===== src/rtl/pose_sequencer.sv =====
// Pose recorder/replayer for a four-servo arm: captures live poses in IDLE and
// replays them in a loop, slewing each servo at most STEP per tick.
module pose_sequencer #(
   parameter int DEPTH      = 16,
   parameter int STEP       = 10,
   parameter int HOLD_TICKS = 20,
   parameter int RESET_POS  = 150
) (
   input  logic        i_clk,
   input  logic        i_rst_n,
   input  logic        i_tick,
   input  logic        i_record,
   input  logic        i_play,
   input  logic        i_clear,
   input  logic [12:0] i_live0,
   input  logic [12:0] i_live1,
   input  logic [12:0] i_live2,
   input  logic [12:0] i_live3,
   output logic [12:0] o_servo0,
   output logic [12:0] o_servo1,
   output logic [12:0] o_servo2,
   output logic [12:0] o_servo3,
   output logic        o_replaying,
   output logic [4:0]  o_tot_state,
   output logic [4:0]  o_current_state,
   output logic        o_full
);

   typedef enum logic [1:0] {IDLE, MOVE, HOLD} state_t;

   localparam int              AW        = (DEPTH > 1) ? $clog2(DEPTH) : 1;
   localparam int              HW        = $clog2(HOLD_TICKS + 1);
   localparam logic [4:0]      DEPTH_C   = 5'(DEPTH);
   localparam logic [12:0]     STEP_C    = 13'(STEP);
   localparam logic [12:0]     RESET_C   = 13'(RESET_POS);
   localparam logic [HW-1:0]   HOLD_LAST = HW'(HOLD_TICKS - 1);

   state_t             state_q, state_d;
   logic [4:0]         tot_q, tot_d;
   logic [4:0]         cur_q, cur_d;
   logic [HW-1:0]      hold_q, hold_d;
   logic               full_q, replaying_q;
   logic [12:0]        servo_q [4];
   logic [12:0]        servo_d [4];
   logic [12:0]        live    [4];
   logic [3:0][12:0]   mem     [DEPTH];
   logic [3:0][12:0]   target;
   logic               at_target;
   logic               wr_en;

   // Move one unsigned step toward tgt, clamping to tgt so it never overshoots.
   function automatic logic [12:0] step_toward(input logic [12:0] cur,
                                                input logic [12:0] tgt);
      logic [12:0] diff;
      if (cur < tgt) begin
         diff = tgt - cur;
         return (diff > STEP_C) ? cur + STEP_C : tgt;
      end else begin
         diff = cur - tgt;
         return (diff > STEP_C) ? cur - STEP_C : tgt;
      end
   endfunction

   assign live[0] = i_live0;
   assign live[1] = i_live1;
   assign live[2] = i_live2;
   assign live[3] = i_live3;

   // Pose store has no reset; o_tot_state alone decides which entries are valid.
   always_ff @(posedge i_clk) begin
      if (wr_en) mem[tot_q[AW-1:0]] <= {i_live3, i_live2, i_live1, i_live0};
   end

   assign target = mem[cur_q[AW-1:0]];

   always_comb begin
      at_target = 1'b1;
      for (int n = 0; n < 4; n++) begin
         if (servo_q[n] != target[n]) at_target = 1'b0;
      end
   end

   always_comb begin
      state_d = state_q;
      tot_d   = tot_q;
      cur_d   = cur_q;
      hold_d  = hold_q;
      wr_en   = 1'b0;
      for (int n = 0; n < 4; n++) servo_d[n] = servo_q[n];

      unique case (state_q)
         IDLE: begin
            for (int n = 0; n < 4; n++) servo_d[n] = live[n];
            if (i_clear) begin
               tot_d = '0;
            end else if (i_record) begin
               if (!full_q) begin
                  wr_en = 1'b1;
                  tot_d = tot_q + 5'd1;
               end
            end else if (i_play && (tot_q != 5'd0)) begin
               cur_d   = '0;
               hold_d  = '0;
               state_d = MOVE;
            end
         end
         MOVE: begin
            if (i_play) begin
               state_d = IDLE;
               cur_d   = '0;
               hold_d  = '0;
            end else if (at_target) begin
               state_d = HOLD;
               hold_d  = '0;
            end else if (i_tick) begin
               for (int n = 0; n < 4; n++) servo_d[n] = step_toward(servo_q[n], target[n]);
            end
         end
         HOLD: begin
            if (i_play) begin
               state_d = IDLE;
               cur_d   = '0;
               hold_d  = '0;
            end else if (i_tick) begin
               if (hold_q == HOLD_LAST) begin
                  hold_d  = '0;
                  state_d = MOVE;
                  cur_d   = (cur_q == tot_q - 5'd1) ? 5'd0 : cur_q + 5'd1;
               end else begin
                  hold_d = hold_q + 1'b1;
               end
            end
         end
         default: state_d = IDLE;
      endcase
   end

   always_ff @(posedge i_clk or negedge i_rst_n) begin
      if (!i_rst_n) state_q <= IDLE;
      else          state_q <= state_d;
   end

   always_ff @(posedge i_clk or negedge i_rst_n) begin
      if (!i_rst_n) begin
         tot_q       <= '0;
         cur_q       <= '0;
         hold_q      <= '0;
         full_q      <= 1'b0;
         replaying_q <= 1'b0;
         for (int n = 0; n < 4; n++) servo_q[n] <= RESET_C;
      end else begin
         tot_q       <= tot_d;
         cur_q       <= cur_d;
         hold_q      <= hold_d;
         full_q      <= (tot_d == DEPTH_C);
         replaying_q <= (state_d != IDLE);
         for (int n = 0; n < 4; n++) servo_q[n] <= servo_d[n];
      end
   end

   assign o_servo0        = servo_q[0];
   assign o_servo1        = servo_q[1];
   assign o_servo2        = servo_q[2];
   assign o_servo3        = servo_q[3];
   assign o_replaying     = replaying_q;
   assign o_tot_state     = tot_q;
   assign o_current_state = cur_q;
   assign o_full          = full_q;

endmodule

===== config.mk =====
export PLATFORM = sky130hd
export DESIGN_NAME = pose_sequencer
export DESIGN_NICKNAME = d
export VERILOG_FILES = /design/src/rtl/pose_sequencer.sv
export SDC_FILE = /design/constraint.sdc
export NUM_CORES = 1
export LEC_CHECK = 0
export CORE_MARGIN = 8
export CORE_UTILIZATION = 48
export CTS_CLUSTER_DIAMETER = 150
export CTS_CLUSTER_SIZE = 20
export DETAILED_ROUTE_END_ITERATION = 12
export PLACE_DENSITY = 0.66
export SETUP_SLACK_MARGIN = 0.2
export SYNTH_ARGS = -nofsm -noshare
export SYNTH_HDL_FRONTEND = slang
export SYNTH_SLANG_ARGS = --single-unit

===== constraint.sdc =====
create_clock -name i_clk -period 7.66 [get_ports i_clk]
set_input_delay 1.532 -clock i_clk [delete_from_list [all_inputs] [get_ports i_clk]]
set_output_delay 1.532 -clock i_clk [all_outputs]
set_load 0.02 [all_outputs]

-- Word-level counts from Yosys, hierarchy flattened
Memory sizes are Yosys's and may differ from the RTL's.
Cells that the tools add are included.
- register bits: 71
- memory bits (writable): 832
- input port bits: 58
- output and inout port bits: 64
- logic and storage cells: 125
- memories: 1
- memory list (name ; words ; width ; rd ports ; clocked after Yosys merged registers in ; write ports ; RTL line ; source):
    mem ; 16 ; 52 ; 1 ; 0 ; 1 ; 46 ; logic [3:0][12:0] mem [DEPTH];
- add/sub/neg operators: 20
- magnitude comparators: 12
- equal/unequal tests: 19
- multiplexer cells: 54
- reduce and logical (&&, ||, !) cells: 9
- operator list (operator ; number):
    13-bit two-way mux ; 12
    52-bit two-way mux ; 3
    13-bit by 4-bit greater-than comparator with 1-bit output (second input constant) ; 8
    52-bit case mux with 2 select lines ; 1
    13-bit subtractor ; 8
    5-bit two-way mux ; 17
    13-bit by 4-bit adder with 13-bit output (second input constant) ; 4
    13-bit < comparator ; 4
    13-bit inequality test ; 4
    13-bit by 4-bit subtractor with 13-bit output (second input constant) ; 4
    5-bit case mux with 3 select lines ; 2
    2-bit two-way mux ; 8
    5-bit by 1-bit adder with 5-bit output (second input constant) ; 3
    2-bit inequality test (second input constant) ; 7
    5-bit equality test (second input constant) ; 2
    1-bit two-way mux ; 10
    3-bit inequality test (second input constant) ; 3
    7-bit AND reduction ; 1
    2-bit case mux with 3 select lines ; 1
    6-bit AND reduction ; 1
    5-bit equality test ; 1
    5-bit nonzero test ; 1
    5-bit by 1-bit subtractor with 5-bit output (second input constant) ; 1
    4-bit AND reduction ; 1
    other kinds (6) ; 7

-- Longest topological paths before layout
An unclocked memory read counts as a cell.
- depth after elaboration: 10
- mapped depth: 21
- gate-level depth less buffers: 16

-- Least setup slack after synthesis
OpenSTA, ideal clock, no wires.
- kind: input -> register
- from: in i_record
- to: mem mem[0][0] (netlist bit) (enable)
- data arrival time: 5.946 ns
- required time: 7.134 ns
- path slack: 1.188 ns
- stages on the path: 4
- path buffers: 0
- cells stage by stage: nor3b_1 nor2b_1 nand2_1 nor3_1
- cells in the longest elaborated chain, start to end: 5
- ends and longest elaborated chain (item ; RTL line ; source):
    from (decl) ; 12 ; input logic i_record,
    1-bit two-way mux ; 96 ; end else if (i_record) begin
    1-bit two-way mux ; 94 ; if (i_clear) begin
    1-bit two-way mux ; 91 ; unique case (state_q)
    1-bit two-way mux ; 71 ; if (wr_en) mem[tot_q[AW-1:0]] <= {i_live3, i_live2, i_live1, i_live0};
    1-bit two-way mux (not written as such) ; 71 ;
    to (decl) ; 46 ;
Every way passes these cells.

-- Final worst setup path
- from: reg cur_q[0] (netlist: o_current_state[0])
- to: reg servo_q, in the netlist o_servo3[9]
- cells in the longest elaborated chain, start to end: 9
- elaborated cells between the ends (all ways): 23
- ends and longest elaborated chain (item ; RTL line ; source):
    from (decl) ; 40 ; logic [4:0] cur_q, cur_d;
    from (signal assigned) ; 153 ; cur_q <= cur_d;
    memory 16 x 52 bit * ; - ;
    13-bit subtractor, on equally long branches ; 59, 56 ;
    13-bit by 4-bit greater-than comparator with 1-bit output, on equally long branches ; 60, 57 ;
    13-bit two-way mux, on equally long branches ; 60, 57 ;
    13-bit two-way mux ; 55 ; if (cur < tgt) begin
    52-bit two-way mux ; 115 ; end else if (i_tick) begin
    52-bit two-way mux ; 112 ; end else if (at_target) begin
    52-bit two-way mux ; 108 ; if (i_play) begin
    52-bit case mux with 2 select lines ; 91 ;
    to (decl) ; 43 ; logic [12:0] servo_q [4];
Every way passes the cells marked *; elsewhere a longest branch is shown, timed or not. The select of a mux whose other input is x is not followed.
A chain may end at the register's enable or synchronous reset.

==> run metrics <==
Port Buffer Count 121; worst-path maximum fanout 36; number of synthesized flops with an enable pin 832; Worst-Margin Slew 1.16 ns; Std-Cell Rows 109; worst hold path endpoint hold_q[4]; Synthesized Nets 2903; Hold Path Class reg2reg; syn avg cell area 15.6 sq um; commonest non-fill, non-tap cells in the layout 832 x edfxtp_1, 260 x mux4_2, 146 x inv_1, 132 x a21oi_1, 120 x clkdlybuf4s50_1; Yosys warning total 0; fin nets 2997; kind of critical path reg2reg; GR Overflow Total 0; synthesized cell area 42500 sq um; #FFs+latches synth 903; Mapped Cells 2723; final worst-path cycle share 84.5%; Die Height 314 microns; Clock Skew 0.0541 ns; FF-to-FF End o_servo3[9]; Die W 314 microns; total track usage 24.4%; TNS Setup 0 ns; RSZ-0062 raised after global routing no; I/O Pins 122; Reg clk slew, reported paths 0.09 ns; total CTS buffers 51; setup slack, reg-to-reg 1.19 ns; Post-CTS Resized 0; largest net degree at the start of global routing 62; Synth cell types 84; routability congestion estimate 0.904; area growth from synthesis to layout 10.1%; Setup violations, final 0; Clk Tree Root Cell clkbuf_16; WHS Path Cells 2; Async SR Flop Fraction 7.86%; DR WL/cell 30.3 microns; clock sinks 903; Achievable Freq 155 MHz; Total Routed Length 122000 microns; CP Launch Type flip-flop; Worst Path Required 8.20 ns; initial core utilization 48.2%; Period minus WS final 6.47 ns; core box area 88100 sq um; Hold Startpoint hold_q[4]; Die Area 98300 sq um; # hold bufs at CTS 0; Max-slew headroom 22.6%; Pleak 15.2 nW; fillcell total 7122; Detailed Route Iter0 Violations 3113; most common cell after layout, fill and taps aside edfxtp_1; CTS Buffer Depth 3; reg2reg path depth 15; RR Startpoint o_current_state[0]; register area share after synthesis 63.0%; status finished clean; CTS HTree Levels 2; WP data arrival 7.01 ns; peak supply drop 174 uV; Crit. End Element flip-flop; ANT nets after route 0; Post-route DRC 0; clock latency on the worst-skew pair 0.65 ns; Final Util 53.1%; final hold viol count 0; share of cells above drive strength 1 16.3%; Top FF cell, synth edfxtp_1; DR vias 26000; DPL Wire Length 78900 microns; PwrDens 234 nW/um^2; first-pass iteration count of the detailed router 6; maxcap violations 0; number of global-route vias before repair 26200; Slew Viols, Final 0; vias per cell 6.46; CTS tree done; first-pass GRT wire length 179000 microns; initial antenna violation count 23; post-CTS setup buffer count 0
routing by layer:
layer  vias up  share of wire, %  global-route usage [%]
met4        10               3.1                    7.66
li1      11000                 -                       -
met2      1243                48                    40.0
met3       200               8.8                    4.69
met1     13600                40                    33.2
met5         -             0.056                       0
synth_stat cells (20+ instances only):
library cell	instances	area [sq um]
a21o_1	40	300
xor2_1	25	219
or3_1	20	125
o32ai_1	22	193
nor2_1	120	450
xnor2_1	60	526
o22ai_1	31	194
nand4_1	28	175
nand3_1	57	285
nand2b_1	24	150
o211ai_1	20	150
nand2_1	111	417
and3_1	24	150
inv_1	146	548
mux4_2	260	5860
clkbuf_1	89	334
buf_2	41	205
ha_1	114	1430
o21a_1	20	150
nor3_1	47	235
dfrtp_1	55	1380
edfxtp_1	832	25000
o21ai_0	83	415
a21oi_1	133	666
where the power goes:
part | switching, mW | total (mW) | internal (mW)
logic | 1.54 | 2.44 | 0.901
registers | 0.167 | 5.68 | 5.51
clock network | 1.55 | 2.82 | 1.27
total | 3.25 | 10.9 | 7.68
stage by stage:
| stage | std cells | hold WS [ns] | setup slack [ns] | total power, mW | cell area [sq um] |
|---|---|---|---|---|---|
| global route | 4027 | 0.611 | 0.882 | 11.3 | 46700 |
| finish | 4034 | 0.575 | 1.19 | 10.9 | 46800 |
| floorplan | 2723 | 0.505 | 1.19 | 7.35 | 42500 |
| CTS | 4023 | 0.575 | 1.23 | 11.0 | 46700 |
| global placement | 3929 | 0.528 | 1.24 | 8.14 | 45300 |
| detailed placement | 3929 | 0.555 | 1.23 | 8.18 | 45300 |
cell type report:
class / instances / area [sq um] / share of cell area (%)
clock buffer: 91 / 1430 / 3.05
antenna: 11 / 27.5 / 0.0589
inverter: 146 / 548 / 1.17
multi-input combinational: 1525 / 14700 / 31.4
clock inverter: 3 / 30.0 / 0.0642
tap: 1165 / 1460 / 3.12
timing repair buffer: 190 / 1810 / 3.88
sequential: 903 / 26800 / 57.3
critical path, cell delays in order, from the launching register on:
cell and delay [ns]:
dfrtp_4 0.82, buf_12 0.35, buf_12 0.28, mux4_2 0.55, mux4_2 0.56, ha_1 0.68, and3_1 0.26, o21ai_0 0.16
a31oi_1 0.36, nor4b_1 0.13, o41ai_2 0.65, inv_1 0.15, nor2_1 0.82, a221oi_1 0.18, a31o_2 0.26, a21oi_1 0.14
cell families after synthesis:
group                      share of synthesized area, %
AOI/OAI and AO/OA                                  8.57
adders and majority gates                          3.73
buffers and inverters                              2.75
muxes                                              14.0
and+or+nand+nor                                    6.16
DFF                                                63.0
xor gates and xnor gates                           1.75
sequential cells by signal, indices dropped and copies added, names as in the netlist:
name and flops:
o_servo1 13, mem 832, hold_q 5, o_current_state 5, state_q 2, o_servo3 13
o_full 1, o_tot_state 5, o_servo0 13, o_servo2 13, o_replaying 1
worst max path at each step:
stage	start	to
after floorplan	i_record	mem[0][0]
after global placement	o_current_state[0]	o_servo3[8]
after detailed placement	o_current_state[0]	o_servo3[8]
after CTS	o_current_state[0]	o_servo3[8]
after global routing	o_current_state[0]	o_servo3[9]
final	o_current_state[0]	o_servo3[9]
(Power assumes the default switching activity.)
